File: config.mk
export PLATFORM = sky130hd
export DESIGN_NAME = cam_controller
export DESIGN_NICKNAME = d
export VERILOG_FILES = /design/src/rtl/cam_pkg.sv /design/src/rtl/cam_prio_enc.sv /design/src/rtl/equality_checker.sv /design/src/rtl/cam_controller.sv
export SDC_FILE = /design/constraint.sdc
export NUM_CORES = 2
export LEC_CHECK = 0
export ABC_CLOCK_PERIOD_IN_PS = 4760
export CAP_MARGIN = 20
export CORE_MARGIN = 2
export CORE_UTILIZATION = 45
export CTS_CLUSTER_SIZE = 14
export DETAILED_ROUTE_END_ITERATION = 10
export PLACE_DENSITY_LB_ADDON = 0.15
export SYNTH_ARGS = -nofsm -noshare
export SYNTH_HDL_FRONTEND = slang
export SYNTH_SLANG_ARGS = --single-unit
File: constraint.sdc
create_clock -name clk_i -period 4.76 [get_ports clk_i]
set_input_delay 0.714 -clock clk_i [delete_from_list [all_inputs] [get_ports clk_i]]
set_output_delay 0.714 -clock clk_i [all_outputs]
set_load 0.01 [all_outputs]
File: src/rtl/cam_pkg.sv
// ============================================================================
// Module      : cam_pkg
// Description : Shared types and width helpers for the CAM sequencing controller.
// Revision    : 1.0 - initial release
// ============================================================================
`default_nettype none

package cam_pkg;

    typedef enum logic [1:0] {
        CAM_LOOKUP = 2'd0,
        CAM_INSERT = 2'd1,
        CAM_DELETE = 2'd2,
        CAM_CLEAR  = 2'd3
    } cam_op_e;

    typedef enum logic [1:0] {
        IDLE = 2'd0,
        CMP  = 2'd1,
        RSP  = 2'd2
    } cam_state_e;

    function automatic int calc_key_w(input int data_width);
        return 2 ** data_width;
    endfunction

    function automatic int calc_idx_w(input int num_comp);
        return (num_comp > 1) ? $clog2(num_comp) : 1;
    endfunction

    function automatic int calc_cnt_w(input int num_comp);
        return $clog2(num_comp + 1);
    endfunction

endpackage

`default_nettype wire

File: src/rtl/cam_prio_enc.sv
// ============================================================================
// Module      : cam_prio_enc
// Description : Lowest-set-bit priority encoder with an any-bit-set flag.
// Revision    : 1.0 - initial release
// ============================================================================
`default_nettype none

module cam_prio_enc
    import cam_pkg::*;
#(
    parameter int NUM_COMP = 32
) (
    input  logic [NUM_COMP-1:0]                   vec_i,
    output logic                                  any_o,
    output logic [calc_idx_w(NUM_COMP)-1:0]       idx_o
);

    localparam int IDX_W = calc_idx_w(NUM_COMP);

    // Scan from the top so the lowest set bit is the last assignment to win.
    always_comb begin
        any_o = |vec_i;
        idx_o = '0;
        for (int i = NUM_COMP - 1; i >= 0; i--) begin
            if (vec_i[i]) begin
                idx_o = IDX_W'(i);
            end
        end
    end

endmodule

`default_nettype wire

File: src/rtl/equality_checker.sv
// ============================================================================
// Module      : equality_checker
// Description : Parallel key compare against every entry, masked by valid bits.
// Revision    : 1.0 - initial release
// ============================================================================
`default_nettype none

module equality_checker #(
    parameter int KEY_W    = 32,
    parameter int NUM_COMP = 32
) (
    input  logic [KEY_W-1:0]                 key_i,
    input  logic [NUM_COMP-1:0][KEY_W-1:0]   entries_i,
    input  logic [NUM_COMP-1:0]              valid_i,
    output logic [NUM_COMP-1:0]              match_o
);

    // Invalid entries can never match, even if their stale key equals key_i.
    for (genvar i = 0; i < NUM_COMP; i++) begin : g_cmp
        assign match_o[i] = valid_i[i] && (entries_i[i] == key_i);
    end

endmodule

`default_nettype wire

File: src/rtl/cam_controller.sv
// ============================================================================
// Module      : cam_controller
// Description : Serialises LOOKUP/INSERT/DELETE/CLEAR over a 32-entry exact-
//               match CAM. Optional LOOKUP hit/miss counters: CAM_CTRL_STATS_EN.
// Revision    : 1.0 - initial release
// ============================================================================
`default_nettype none

module cam_controller
    import cam_pkg::*;
#(
    parameter int DATA_WIDTH = 5,
    parameter int NUM_COMP   = 32
) (
    input  logic                                  clk_i,
    input  logic                                  rst_i,
    input  logic                                  req_valid_i,
    output logic                                  req_ready_o,
    input  logic [1:0]                            req_op_i,
    input  logic [calc_key_w(DATA_WIDTH)-1:0]     req_key_i,
    output logic                                  rsp_valid_o,
    input  logic                                  rsp_ready_i,
    output logic                                  rsp_hit_o,
    output logic [calc_idx_w(NUM_COMP)-1:0]       rsp_idx_o,
    output logic                                  rsp_err_o,
`ifdef CAM_CTRL_STATS_EN
    output logic [31:0]                           stat_hits_o,
    output logic [31:0]                           stat_miss_o,
`endif
    output logic [calc_cnt_w(NUM_COMP)-1:0]       count_o,
    output logic                                  full_o,
    output logic                                  empty_o
);

    localparam int KEY_W = calc_key_w(DATA_WIDTH);
    localparam int IDX_W = calc_idx_w(NUM_COMP);
    localparam int CNT_W = calc_cnt_w(NUM_COMP);

    cam_state_e                        state_q, state_d;
    cam_op_e                           op_q, op_d;
    logic [KEY_W-1:0]                  key_q, key_d;
    logic [NUM_COMP-1:0]               valid_q, valid_d;
    logic [NUM_COMP-1:0][KEY_W-1:0]    entry_q, entry_d;
    logic                              rsp_hit_q, rsp_hit_d;
    logic [IDX_W-1:0]                  rsp_idx_q, rsp_idx_d;
    logic                              rsp_err_q, rsp_err_d;
    logic [CNT_W-1:0]                  count_q, count_d;
    logic                              full_q, full_d;
    logic                              empty_q, empty_d;

    logic [NUM_COMP-1:0]               match_vec;
    logic                              match_any;
    logic [IDX_W-1:0]                  match_idx;
    logic                              free_any;
    logic [IDX_W-1:0]                  free_idx;

    equality_checker #(
        .KEY_W    (KEY_W),
        .NUM_COMP (NUM_COMP)
    ) u_eq (
        .key_i     (key_q),
        .entries_i (entry_q),
        .valid_i   (valid_q),
        .match_o   (match_vec)
    );

    cam_prio_enc #(.NUM_COMP(NUM_COMP)) u_match_enc (
        .vec_i (match_vec),
        .any_o (match_any),
        .idx_o (match_idx)
    );

    cam_prio_enc #(.NUM_COMP(NUM_COMP)) u_free_enc (
        .vec_i (~valid_q),
        .any_o (free_any),
        .idx_o (free_idx)
    );

    always_comb begin
        state_d   = state_q;
        op_d      = op_q;
        key_d     = key_q;
        valid_d   = valid_q;
        entry_d   = entry_q;
        rsp_hit_d = rsp_hit_q;
        rsp_idx_d = rsp_idx_q;
        rsp_err_d = rsp_err_q;
        count_d   = count_q;

        case (state_q)
            IDLE: begin
                if (req_valid_i) begin
                    op_d    = cam_op_e'(req_op_i);
                    key_d   = req_key_i;
                    state_d = CMP;
                end
            end
            CMP: begin
                state_d   = RSP;
                rsp_hit_d = 1'b0;
                rsp_idx_d = '0;
                rsp_err_d = 1'b0;
                case (op_q)
                    CAM_LOOKUP: begin
                        rsp_hit_d = match_any;
                        rsp_idx_d = match_any ? match_idx : '0;
                    end
                    CAM_INSERT: begin
                        if (match_any) begin
                            rsp_hit_d = 1'b1;
                            rsp_idx_d = match_idx;
                        end else if (free_any) begin
                            entry_d[free_idx] = key_q;
                            valid_d[free_idx] = 1'b1;
                            rsp_idx_d         = free_idx;
                            count_d           = count_q + CNT_W'(1);
                        end else begin
                            rsp_err_d = 1'b1;
                        end
                    end
                    CAM_DELETE: begin
                        if (match_any) begin
                            valid_d[match_idx] = 1'b0;
                            rsp_hit_d          = 1'b1;
                            rsp_idx_d          = match_idx;
                            count_d            = count_q - CNT_W'(1);
                        end else begin
                            rsp_err_d = 1'b1;
                        end
                    end
                    default: begin
                        valid_d = '0;
                        count_d = '0;
                    end
                endcase
            end
            RSP: begin
                if (rsp_ready_i) begin
                    state_d = IDLE;
                end
            end
            default: state_d = IDLE;
        endcase

        full_d  = (count_d == CNT_W'(NUM_COMP));
        empty_d = (count_d == '0);
    end

    always_ff @(posedge clk_i) begin
        if (rst_i) begin
            state_q   <= IDLE;
            valid_q   <= '0;
            rsp_hit_q <= 1'b0;
            rsp_idx_q <= '0;
            rsp_err_q <= 1'b0;
            count_q   <= '0;
            full_q    <= 1'b0;
            empty_q   <= 1'b1;
        end else begin
            state_q   <= state_d;
            valid_q   <= valid_d;
            rsp_hit_q <= rsp_hit_d;
            rsp_idx_q <= rsp_idx_d;
            rsp_err_q <= rsp_err_d;
            count_q   <= count_d;
            full_q    <= full_d;
            empty_q   <= empty_d;
        end
    end

    // Key storage keeps its contents across reset; reset only blocks a pending write.
    always_ff @(posedge clk_i) begin
        op_q  <= op_d;
        key_q <= key_d;
        if (!rst_i) begin
            entry_q <= entry_d;
        end
    end

`ifdef CAM_CTRL_STATS_EN
    logic [31:0] stat_hits_q, stat_hits_d;
    logic [31:0] stat_miss_q, stat_miss_d;

    always_comb begin
        stat_hits_d = stat_hits_q;
        stat_miss_d = stat_miss_q;
        if (state_q == CMP) begin
            if (op_q == CAM_CLEAR) begin
                stat_hits_d = '0;
                stat_miss_d = '0;
            end else if (op_q == CAM_LOOKUP) begin
                if (match_any && (stat_hits_q != '1)) begin
                    stat_hits_d = stat_hits_q + 32'd1;
                end
                if (!match_any && (stat_miss_q != '1)) begin
                    stat_miss_d = stat_miss_q + 32'd1;
                end
            end
        end
    end

    always_ff @(posedge clk_i) begin
        if (rst_i) begin
            stat_hits_q <= '0;
            stat_miss_q <= '0;
        end else begin
            stat_hits_q <= stat_hits_d;
            stat_miss_q <= stat_miss_d;
        end
    end

    assign stat_hits_o = stat_hits_q;
    assign stat_miss_o = stat_miss_q;
`endif

    assign req_ready_o = (state_q == IDLE);
    assign rsp_valid_o = (state_q == RSP);
    assign rsp_hit_o   = rsp_hit_q;
    assign rsp_idx_o   = rsp_idx_q;
    assign rsp_err_o   = rsp_err_q;
    assign count_o     = count_q;
    assign full_o      = full_q;
    assign empty_o     = empty_q;

endmodule

`default_nettype wire

==> results.yml <==
pwr:
  ir_drop_uv: 340
  p_per_area_mw_per_mm2: 377
  p_total_w: 0.0213
  leakagePower_nw: 18.5
die:
  core_area_mm2: 0.107
  die_area_mm2: 0.110
  io_pins: 55
  rows: 120
  fp.dieW_um: 331
  start_util: 0.452
  die_h_um: 331
drt:
  detail_route.first_pass.iterations: 5
  first_iter_violations: 2750
  avgRoutedWirePerCell_um: 26.6
  wirelength_mm: 133
  vias: 27600
  drc_errors: 0
  vias_per_cell: 5.53
  drt.antenna.violating_nets: 0
clock_network:
  numCtsBuffers: 117
  cts_tree: "yes"
  cts-root-buf: "clkbuf_16"
  post_cts_buffers: 0
  htree_levels: 3
  insertion_delay_ps: 720
  cts.sink_count: 1107
  cts_buffer_depth: 3
  hold_buffers: 0
  path_clk_slew_ps: 60
sta:
  period_minus_slack_ps: 4540
  hold_viol_final: 0
  fin_ws_ps: 224
  rsz0062_at_grt: "false"
  max_freq_mhz: 220
  finalSetupTns_ps: 0
  fin_skew_ps: 30.3
  finalSetupViolations: 0
  tightestPinTransition_ps: 995
  maxSlewHeadroom: 0.331
  drv_slew: 0
  period_share: 0.953
synthesis:
  yosys-top-cells-count: "edfxtp_1, xor2_1, xnor2_1"
  ys_async_sr_fraction: 0
  synth-edff-count: 1058
  syn_area_mm2: 0.0482
  yosysMostFrequentCell: "edfxtp_1"
  yosys.area.top_type: "edfxtp_1"
  synth_fp_nets: 3213
  synthCells: 3169
  synth_area_leaders: "edfxtp_1, xor2_1, xnor2_1"
  synth-seq-cells: 1107
  synthFlopType: "edfxtp_1"
  synth.avg_cell_area_um2: 15.2
  synth_top_cell_area_share: 0.659
  synth_warnings: 0
  ys_seq_area_frac: 0.679
  yosys.cell_types.count: 80
critical_path:
  crit_type: "reg2reg"
  worst-path-stages: 15
  slowest_delay_ps: 500
  endpoint_kind: "flop"
  cpMostUsedCell: "buf_12"
  crit_required_ps: 5150
  crit_arrival_ps: 4930
  reg2reg_depth: 15
  setup.worst_path.start_class: "flop"
  crit_buf_inv: 5
  slowest_stage: "nor4_4"
  crit_family: "simple AND/OR/NAND/NOR gates"
  worstPathCellList: "buf_12 -> buf_4 -> buf_4 -> xor2_1 -> nor4_1 -> nand3_1 -> or3_1 -> nand4_4 -> nor4_4 -> nand3_2 -> nor4_4 -> nand3_1 -> buf_12 -> nor2_2 -> buf_12"
  worstPathMaxFanout: 32
placed_design:
  place_ws_ps: -273
  dp_hpwl_mm: 87.7
  io_buffer_count: 54
  place_congestion: 0.842
grt:
  grt-ovfl-total: 0
  antenna_found_initial: 4
  grt_pass1_wl_mm: 193
  grt_pass1_vias: 27500
  busiest_layer: "met2"
  use_met1: 0.360
  use_met2: 0.374
  grt.met3_usage: 0.0333
  grt_max_degree: 35
  grt_usage: 0.239
final_layout:
  drive_above_1_share: 0.143
  area_delta_synth_final_pct: 17.1
  fin_nets: 3525
  num_antenna_cells: 0
worst_hold_path:
  hold_path.class: "reg2reg"
  hold_depth: 2
run:
  max_cap_violations: 0
outcome:
  status: "complete, no violations"
-- worst paths after layout --
check                                 start                        end  slack [ps]
setup / recovery        key_q[23]$_DFFE_PP_     entry_q[562]$_DFFE_PP_         220
hold / removal    rsp_idx_o[0]$_SDFFE_PP0N_  rsp_idx_o[0]$_SDFFE_PP0N_         460
setup reg to reg        key_q[23]$_DFFE_PP_     entry_q[562]$_DFFE_PP_         220
hold reg to reg   rsp_idx_o[0]$_SDFFE_PP0N_  rsp_idx_o[0]$_SDFFE_PP0N_         460
-- power by group --
group,switching [W],internal (W),total [W]
clock network,0.00377,0.00526,0.00903
registers,0.0000234,0.0107,0.0107
logic,0.000953,0.000561,0.00151
total,0.00475,0.0165,0.0213
-- stage by stage --
stage	hold WS, ps	cells	utilization	cell area (um2)
after global routing	497	4983	0.530	56500
final	457	4983	0.530	56500
after floorplan	476	3169	-	48200
after detailed placement	453	4764	0.494	52600
after global placement	451	4764	0.494	52600
after CTS	464	4982	0.529	56400
-- metal layers --
layer / up-vias / wire length, um
met5: - / 0
met4: 0 / 1880
met3: 130 / 7180
met2: 853 / 60900
met1: 14300 / 62600
li1: 12300 / -
-- cell type report --
cell class	instances	area [um2]
Clock buffer	147	3080
Tap cell	1403	1760
Fill cell	8735	50100
Timing Repair Buffer	336	3890
Sequential cell	1107	32800
Multi-Input combinational cell	1871	14100
Inverter	48	180
Clock inverter	71	681
-- placed cells by master, fill, tap and decap left out, drive strengths merged, types with 59 or more instances in the layout --
| master | Yosys | final |
|---|---|---|
| nor4 | 162 | 162 |
| xor2 | 599 | 599 |
| xnor2 | 395 | 395 |
| buf | 134 | 282 |
| nand4 | 130 | 130 |
| nand2 | 71 | 71 |
| edfxtp | 1058 | 1058 |
| nor3 | 59 | 59 |
| nor2 | 83 | 83 |
| clkbuf | 9 | 147 |
| nand3 | 61 | 61 |
-- what timing repair did --
| item | CTS | global route |
|---|---|---|
| setup endpoints to repair | 1030 | 704 |
| resized for setup | 2 | 2 |
| endpoints found under the hold margin | 0 | 0 |
-- sequential cells by signal (all words and copies together) (netlist names) --
signal     flops
key_q         32
count_o        6
rsp_err_o      1
rsp_idx_o      5
op_q           2
state_q        2
entry_q     1024
full_o         1
empty_o        1
valid_q       32
rsp_hit_o      1
-- worst register-to-register path: cells and delay by family, from the launching register on --
family | cells | cell delay (ps)
flops | 1 | 370
buf+inv | 5 | 1260
simple gates | 9 | 2400
xor+xnor | 1 | 160
-- kinds of logic after synthesis --
family	Yosys count	share of synthesized area
xor gates and xnor gates	994	0.181
AOI/OAI and AO/OA	206	0.0287
buffers and inverters	191	0.0299
DFF	1107	0.679
and+or+nand+nor	665	0.0797
adders and majority gates	6	0.00156
(Power assumes the default switching activity.)
